--- src/rtl/sfx_sequencer.sv ---
// Sound-effect sequencer: turns jump/death event edges into timed, mutually exclusive hold levels,
// each preceded by a silent gap. Define SFX_RETRIGGER_EN to let a new jump edge restart a jump tone.
module sfx_sequencer #(
  parameter int unsigned CNT_W       = 27,
  parameter int unsigned JUMP_TICKS  = 25_000_000,
  parameter int unsigned DEATH_TICKS = 100_000_000,
  parameter int unsigned GAP_TICKS   = 4
) (
  input  logic       CLK100MHZ,
  input  logic       CPU_RESETN,
  input  logic       jump_in,
  input  logic       dead_in,
  output logic       jump,
  output logic       isdead,
  output logic       busy,
  output logic [1:0] sfx_state
);

  typedef enum logic [1:0] {
    StIdle  = 2'b00,
    StGap   = 2'b01,
    StJump  = 2'b10,
    StDeath = 2'b11
  } state_e;

  typedef enum logic [1:0] {
    PendNone  = 2'b00,
    PendJump  = 2'b01,
    PendDeath = 2'b10
  } pend_e;

  localparam logic [CNT_W-1:0] GapLoad   = CNT_W'(GAP_TICKS - 1);
  localparam logic [CNT_W-1:0] JumpLoad  = CNT_W'(JUMP_TICKS - 1);
  localparam logic [CNT_W-1:0] DeathLoad = CNT_W'(DEATH_TICKS - 1);

  state_e           state_q, state_d;
  pend_e            pend_q, pend_d;
  logic [CNT_W-1:0] cnt_q, cnt_d;
  logic             jump_hist_q, dead_hist_q;
  logic             jump_ev, dead_ev;
  logic             jump_d, isdead_d, busy_d;
  logic [1:0]       sfx_state_d;

  assign jump_ev = jump_in & ~jump_hist_q;
  assign dead_ev = dead_in & ~dead_hist_q;

  // History flops reset high so a level held through reset is not an event.
  always_ff @(posedge CLK100MHZ) begin
    if (!CPU_RESETN) begin
      state_q     <= StIdle;
      pend_q      <= PendNone;
      cnt_q       <= '0;
      jump_hist_q <= 1'b1;
      dead_hist_q <= 1'b1;
      jump        <= 1'b0;
      isdead      <= 1'b0;
      busy        <= 1'b0;
      sfx_state   <= 2'b00;
    end else begin
      state_q     <= state_d;
      pend_q      <= pend_d;
      cnt_q       <= cnt_d;
      jump_hist_q <= jump_in;
      dead_hist_q <= dead_in;
      jump        <= jump_d;
      isdead      <= isdead_d;
      busy        <= busy_d;
      sfx_state   <= sfx_state_d;
    end
  end

  always_comb begin
    state_d = state_q;
    pend_d  = pend_q;
    cnt_d   = (cnt_q != '0) ? cnt_q - 1'b1 : cnt_q;
    unique case (state_q)
      StIdle: begin
        if (dead_ev || jump_ev) begin
          pend_d  = dead_ev ? PendDeath : PendJump;
          cnt_d   = GapLoad;
          state_d = StGap;
        end
      end
      StGap: begin
        if (dead_ev) begin
          pend_d = PendDeath;
        end else if (jump_ev && pend_q == PendNone) begin
          pend_d = PendJump;
        end
        // A death edge on the last gap cycle still takes priority via pend_d.
        if (cnt_q == '0) begin
          if (pend_d == PendDeath) begin
            state_d = StDeath;
            cnt_d   = DeathLoad;
          end else begin
            state_d = StJump;
            cnt_d   = JumpLoad;
          end
          pend_d = PendNone;
        end
      end
      StJump: begin
        if (dead_ev) begin
          pend_d  = PendDeath;
          cnt_d   = GapLoad;
          state_d = StGap;
`ifdef SFX_RETRIGGER_EN
        end else if (jump_ev) begin
          pend_d  = PendJump;
          cnt_d   = GapLoad;
          state_d = StGap;
`endif
        end else if (cnt_q == '0) begin
          state_d = StIdle;
        end
      end
      StDeath: begin
        if (cnt_q == '0) begin
          state_d = StIdle;
        end
      end
    endcase
  end

  always_comb begin
    jump_d      = (state_d == StJump);
    isdead_d    = (state_d == StDeath);
    busy_d      = (state_d != StIdle);
    sfx_state_d = state_d;
  end

endmodule

--- config.mk ---
export PLATFORM = sky130hd
export DESIGN_NAME = sfx_sequencer
export DESIGN_NICKNAME = d
export VERILOG_FILES = /design/src/rtl/sfx_sequencer.sv
export SDC_FILE = /design/constraint.sdc
export NUM_CORES = 1
export LEC_CHECK = 0
export CAP_MARGIN = 40
export CORE_AREA = 2 2 63 65
export DETAILED_ROUTE_END_ITERATION = 10
export DIE_AREA = 0 0 65 67
export PLACE_DENSITY = 0.82
export SLEW_MARGIN = 40
export SYNTH_ARGS = -nofsm -noshare
export SYNTH_HDL_FRONTEND = slang
export SYNTH_SLANG_ARGS = --single-unit
export TNS_END_PERCENT = 30
--- constraint.sdc ---
create_clock -name CLK100MHZ -period 2.9 [get_ports CLK100MHZ]
set_clock_uncertainty 0.2 [all_clocks]
set_input_delay 0.435 -clock CLK100MHZ [delete_from_list [all_inputs] [get_ports CLK100MHZ]]
set_output_delay 0.435 -clock CLK100MHZ [all_outputs]
set_load 0.02 [all_outputs]
# After elaboration in Yosys (flattened, before gate mapping)
# Cells that the tools add are included.
totals:
  register_bits: 36
  inputBits: 4
  out_inout_bits: 5
  wordCells: 50
op_classes:
  addsub: 1
  eq_ne: 8
  muxes: 20
  bitwise_logic: 4
  n_reduce_logical: 9
ops:
  columns: ["op", "count"]
  rows:
  - ["two-way mux 27 bit", 5]
  - ["one-hot mux 27 bit (3 select lines)", 1]
  - ["logical NOT 27 bit", 1]
  - ["nonzero test 27 bit", 1]
  - ["subtractor 27 x 1 -> 27 bit, second input constant", 1]
  - ["two-way mux 2 bit", 11]
  - ["== test 2 bit, second input constant", 5]
  - ["one-hot mux 2 bit (4 select lines)", 1]
  - ["one-hot mux 2 bit (3 select lines)", 1]
  - ["logical NOT 2 bit", 2]
  - ["inequality test 2 bit, second input constant", 2]
  - ["AND reduction 3 bit", 1]
  - ["nonzero test 3 bit", 1]
  - ["bitwise AND 1 bit", 2]
  - ["== test 2 x 1 -> 1 bit, second input constant", 1]
  - ["inverter 1 bit", 2]
  - ["nonzero test 2 bit", 1]
  - ["logical AND 1 bit", 1]
  - ["logical OR 1 bit", 1]
  - ["two-way mux 1 bit", 1]

# Logic depth before layout (Yosys ltp)
depth:
  depth_word: 11
  mapped_depth: 10
  ltp_nobuf: 10

# Worst setup path before layout
# OpenSTA, ideal clock, no wires.
synth_timing:
  path_kind: "reg2reg"
  startpoint: "reg cnt_q[8]"
  endpoint: "reg cnt_q[0]"
  setup_ns: 0.119
  arrival_time_ns: 2.496
  required_ns: 2.581
  path_slack_ns: 0.085
  path_stages_with_launch: 10
  n_path_buf: 1
  synth_period_minus_slack_ns: 2.815
  path_cell_list: "dfxtp_1 -> or4_4 -> or3_1 -> buf_2 -> nor3_4 -> inv_2 -> ha_1 -> o22ai_1 -> a31oi_1 -> o221a_2"
synth_via:
  elab_chain_len: 4
  word_cells_on_any_way: 7
  classes_between: "mux: 5; reduce/logical: 2"
synth_lines:
  columns: ["item", "line", "rtl"]
  rows:
  - ["from (decl)", "38", "logic [CNT_W-1:0] cnt_q, cnt_d;"]
  - ["from (signal assigned)", "62", "cnt_q <= cnt_d;"]
  - ["nonzero test 27 bit", "75", "cnt_d = (cnt_q != '0) ? cnt_q - 1'b1 : cnt_q;"]
  - ["two-way mux 27 bit", "75", null]
  - ["two-way mux 27 bit (on tied branches)", "103, 78, 91", null]
  - ["one-hot mux 27 bit (3 select lines) (*)", "76", "unique case (state_q)"]
# Every way passes the cells marked *; elsewhere a longest branch is shown, timed or not.
# A chain may end at the register's enable or synchronous reset.

# Worst setup path after layout
layout_timing:
  startpoint: "reg cnt_q[5]"
  endpoint: "reg cnt_q[0]"
# The elaborated chain is that of the path after synthesis.

==> results.md <==
- Final TNS setup: 0 ns
- Crit-path cells: or4_1 > or3_1 > nor3_4 > inv_2 > ha_1 > o22ai_1 > a31oi_1 > o221a_2
- Yosys warnings: 0
- Row cnt: 22
- Max VDD drop: between 0.8 and 0.9 mV
- CP max-delay cell: or4_1
- Vias in the first global route: ~1600
- Port bufs: 8
- Sequential cell area: 721 sq um
- Multi-input combinational cell area: roughly 1100 sq um
- Ys async rst share: 0%
- Avg Vias per Cell: between 5 and 6
- Buf+Inv Stages, Crit Path: 1
- Final min period: 2.77 ns
- Die Span Y: roughly 67 um
- RSZ-0062 raised after global routing: false
- Endpoints failing setup: 0
- HP Class: flip-flop to flip-flop
- Largest net degree at the start of global routing: 18
- Critical path's top delay family: simple AND/OR/NAND/NOR gates
- Worst EP arrival: 2.75 ns
- Mapped Nets: 240
- I/O pins: 9
- Placer Congestion: 0.882
- Area grow syn2layout: 13.6%
- Synth top area share: between 30% and 40%
- Routed length per instance: ~15 um
- Critical path launch point type: flip-flop
- Grt total ovfl: 0
- Bufs on Longest Clock Path: 2
- Layout cells sized above 1: a little under a tenth
- Drt pass-1 iters: 4
- Clock transition at path regs: 0.07 ns
- CTS Root Cell: clkbuf_8
- Yosys cell types: 40
- Post-synthesis sequential area ratio: a little under two fifths
- Overall routed net length: 4.23 mm
- Width of the die: approximately 65 um
- CTS tree: built
- Leakage power: approximately 0.00080 uW
- Antenna Nets Post-Route: 0
- Pins Over Slew Limit: 0
- Clock sink count: 36
- Relative slew margins: between 70% and 80%
- Status: finished, final reports clean
- Cell taking the most area after synthesis: dfxtp_1
- Net count, final: approximately 250
- Pwr dens: between 1000 and 1500 nW/um^2
- Post-synth EDFFs: 0
- First-pass GRT wire length: 7.32 mm
- Global-route usage over all layers: between 20% and 30%
- Clk_lat worst skew: about 0.29 ns
- #FFs+latches synth: 36
- Period utilisation layout: a little over nine tenths
- Final HPWL DP: 2.99 mm
- CP Class: flip-flop to flip-flop
- Worst path max stage delay: approximately 0.60 ns
- Cells after synthesis: 228
- Htree depth: 2
- Avg Cell Area, Syn: about 8.3 sq um
- Maxcap violations: 0
- Mapped Area: ~1900 sq um
- FILL cells: 314
- Antenna cell count: 0
- Core Box Area: around 3600 sq um
- Fin. Hold Viols: 0
- Initial antenna violation count: 0
- Worst Tran Pin Value: between 0.4 and 0.5 ns
- Top post-synthesis cells by area: dfxtp_1 (38%), a21oi_1 (6.1%), ha_1 (5.3%), nor2_1 (5.1%), nor3_1 (4.2%)
- Starting Density: 52.7%
- Fmax: between 300 and 400 MHz
- CTS buffer count: 5
- CP required: 2.88 ns
- Number of remaining DRC errors: 0
- 1st-iter DRT viols: a little over 60
- Die area: 4360 sq um
- Final core utilization: roughly 60%
- CP Capture Type: flip-flop
- Primary FF master, synth: dfxtp_1
- CP Max Fanout: 4
- Vias: between 1500 and 2000
- Post-CTS Setup Bufs: 0
-- state kept, by name, indices dropped and copies added (netlist names) --
name         count
cnt_q           27
pend_q           2
state_q          2
busy             1
dead_hist_q      1
isdead           1
jump             1
jump_hist_q      1
-- worst min-delay path, cell delays in order, from the launching register on --
cell	delay [ns]
dfxtp_1	0.31
o41ai_1	0.05
a21oi_1	0.06
-- per-stage QoR --
| stage | total power [uW] | setup WS, ns | cell area, sq um | hold WS (ns) | instances |
|---|---|---|---|---|---|
| floorplan | 2160 | 0.0853 | 1900 | 0.236 | 228 |
| detailed placement | 2490 | 0.152 | 2050 | 0.251 | 281 |
| global route | 3220 | 0.000639 | 2160 | 0.289 | 289 |
| finish | 2960 | 0.135 | 2160 | 0.257 | 289 |
| CTS | 2940 | 0.136 | 2160 | 0.259 | 289 |
| global placement | 2450 | 0.189 | 2050 | 0.247 | 281 |
-- cell usage in the layout, fill, tap and decap left out, types with 2 or more instances in the layout --
cell             netlist  layout
dfxtp_1               36      36
nor2_1                26      26
a21oi_1               23      23
nor3_1                16      16
inv_1                  9       9
nand2b_1               9       9
a211oi_1               9       9
xnor2_1                8       8
o21ai_0                8       8
ha_1                   8       8
clkdlybuf4s50_1        0       8
or4_1                  7       7
xor2_1                 7       7
or3_1                  6       6
o22ai_1                6       6
buf_4                  0       6
nand2_1                5       5
clkbuf_8               0       5
nor4_1                 4       4
nand3_1                4       4
or2_2                  3       3
o31ai_1                3       3
a311oi_1               3       3
nor2b_1                2       2
-- cell type report --
type | instances | share of cell area, %
inverters | 10 | 1.74
clock inverters | 2 | 1.62
well taps | 48 | 2.78
repair buffers | 14 | 5.79
multi-input cells | 173 | 51.3
clock buffers | 6 | 3.36
flip-flops and latches | 36 | 33.4
-- final timing paths --
| path | from | endpoint | slack [ns] | cells after the start |
|---|---|---|---|---|
| max | cnt_q[5] | cnt_q[0] | 0.13 | 8 |
| min | cnt_q[17] | cnt_q[17] | 0.26 | 2 |
| max reg2reg | cnt_q[5] | cnt_q[0] | 0.13 | 8 |
| min reg2reg | cnt_q[17] | cnt_q[17] | 0.26 | 2 |
-- kinds of logic (layout without fill, tap and decap cells) --
family	after synthesis	in the layout	synth area share (%)
fa+ha+maj	8	8	5.26
buf+inv	19	32	3.88
compound gates	60	60	19.7
flops	36	36	37.9
simple gates	89	89	25.9
xor+xnor	15	15	6.91
mux	1	1	0.526
-- synthesized netlist by cell type, drive strengths merged, types with 3 or more instances --
master  number
clkbuf       7
inv         10
o22ai        6
ha           8
o31ai        3
dfxtp       36
nand2        5
nor2        27
a311oi       3
nand3        4
a21oi       23
xnor2        8
nor4         4
nand2b       9
xor2         7
o21ai        9
or4          8
nor3        17
or2          4
a211oi       9
or3          6
-- what timing repair did --
item                                    4_1_cts  5_1_grt
gates resized for setup                       0        1
hold buffers                                  0        0
endpoints found under the setup margin        0        1
-- routing by layer --
| metal | vias to the layer above | part of all wire [%] | global-route usage [%] |
|---|---|---|---|
| met5 | - | 0 | 0 |
| met4 | 0 | 2.6 | 11.4 |
| met3 | 14 | 4.3 | 6.93 |
| met2 | 38 | 47 | 36.2 |
| met1 | 803 | 46 | 25.8 |
| li1 | 858 | - | - |
-- report_power, final --
part	switching (uW)	total [uW]	internal (uW)
sequential	145	806	661
combinational	981	1710	730
clock	184	440	255
Note: power is estimated with default switching activity, not from simulation.
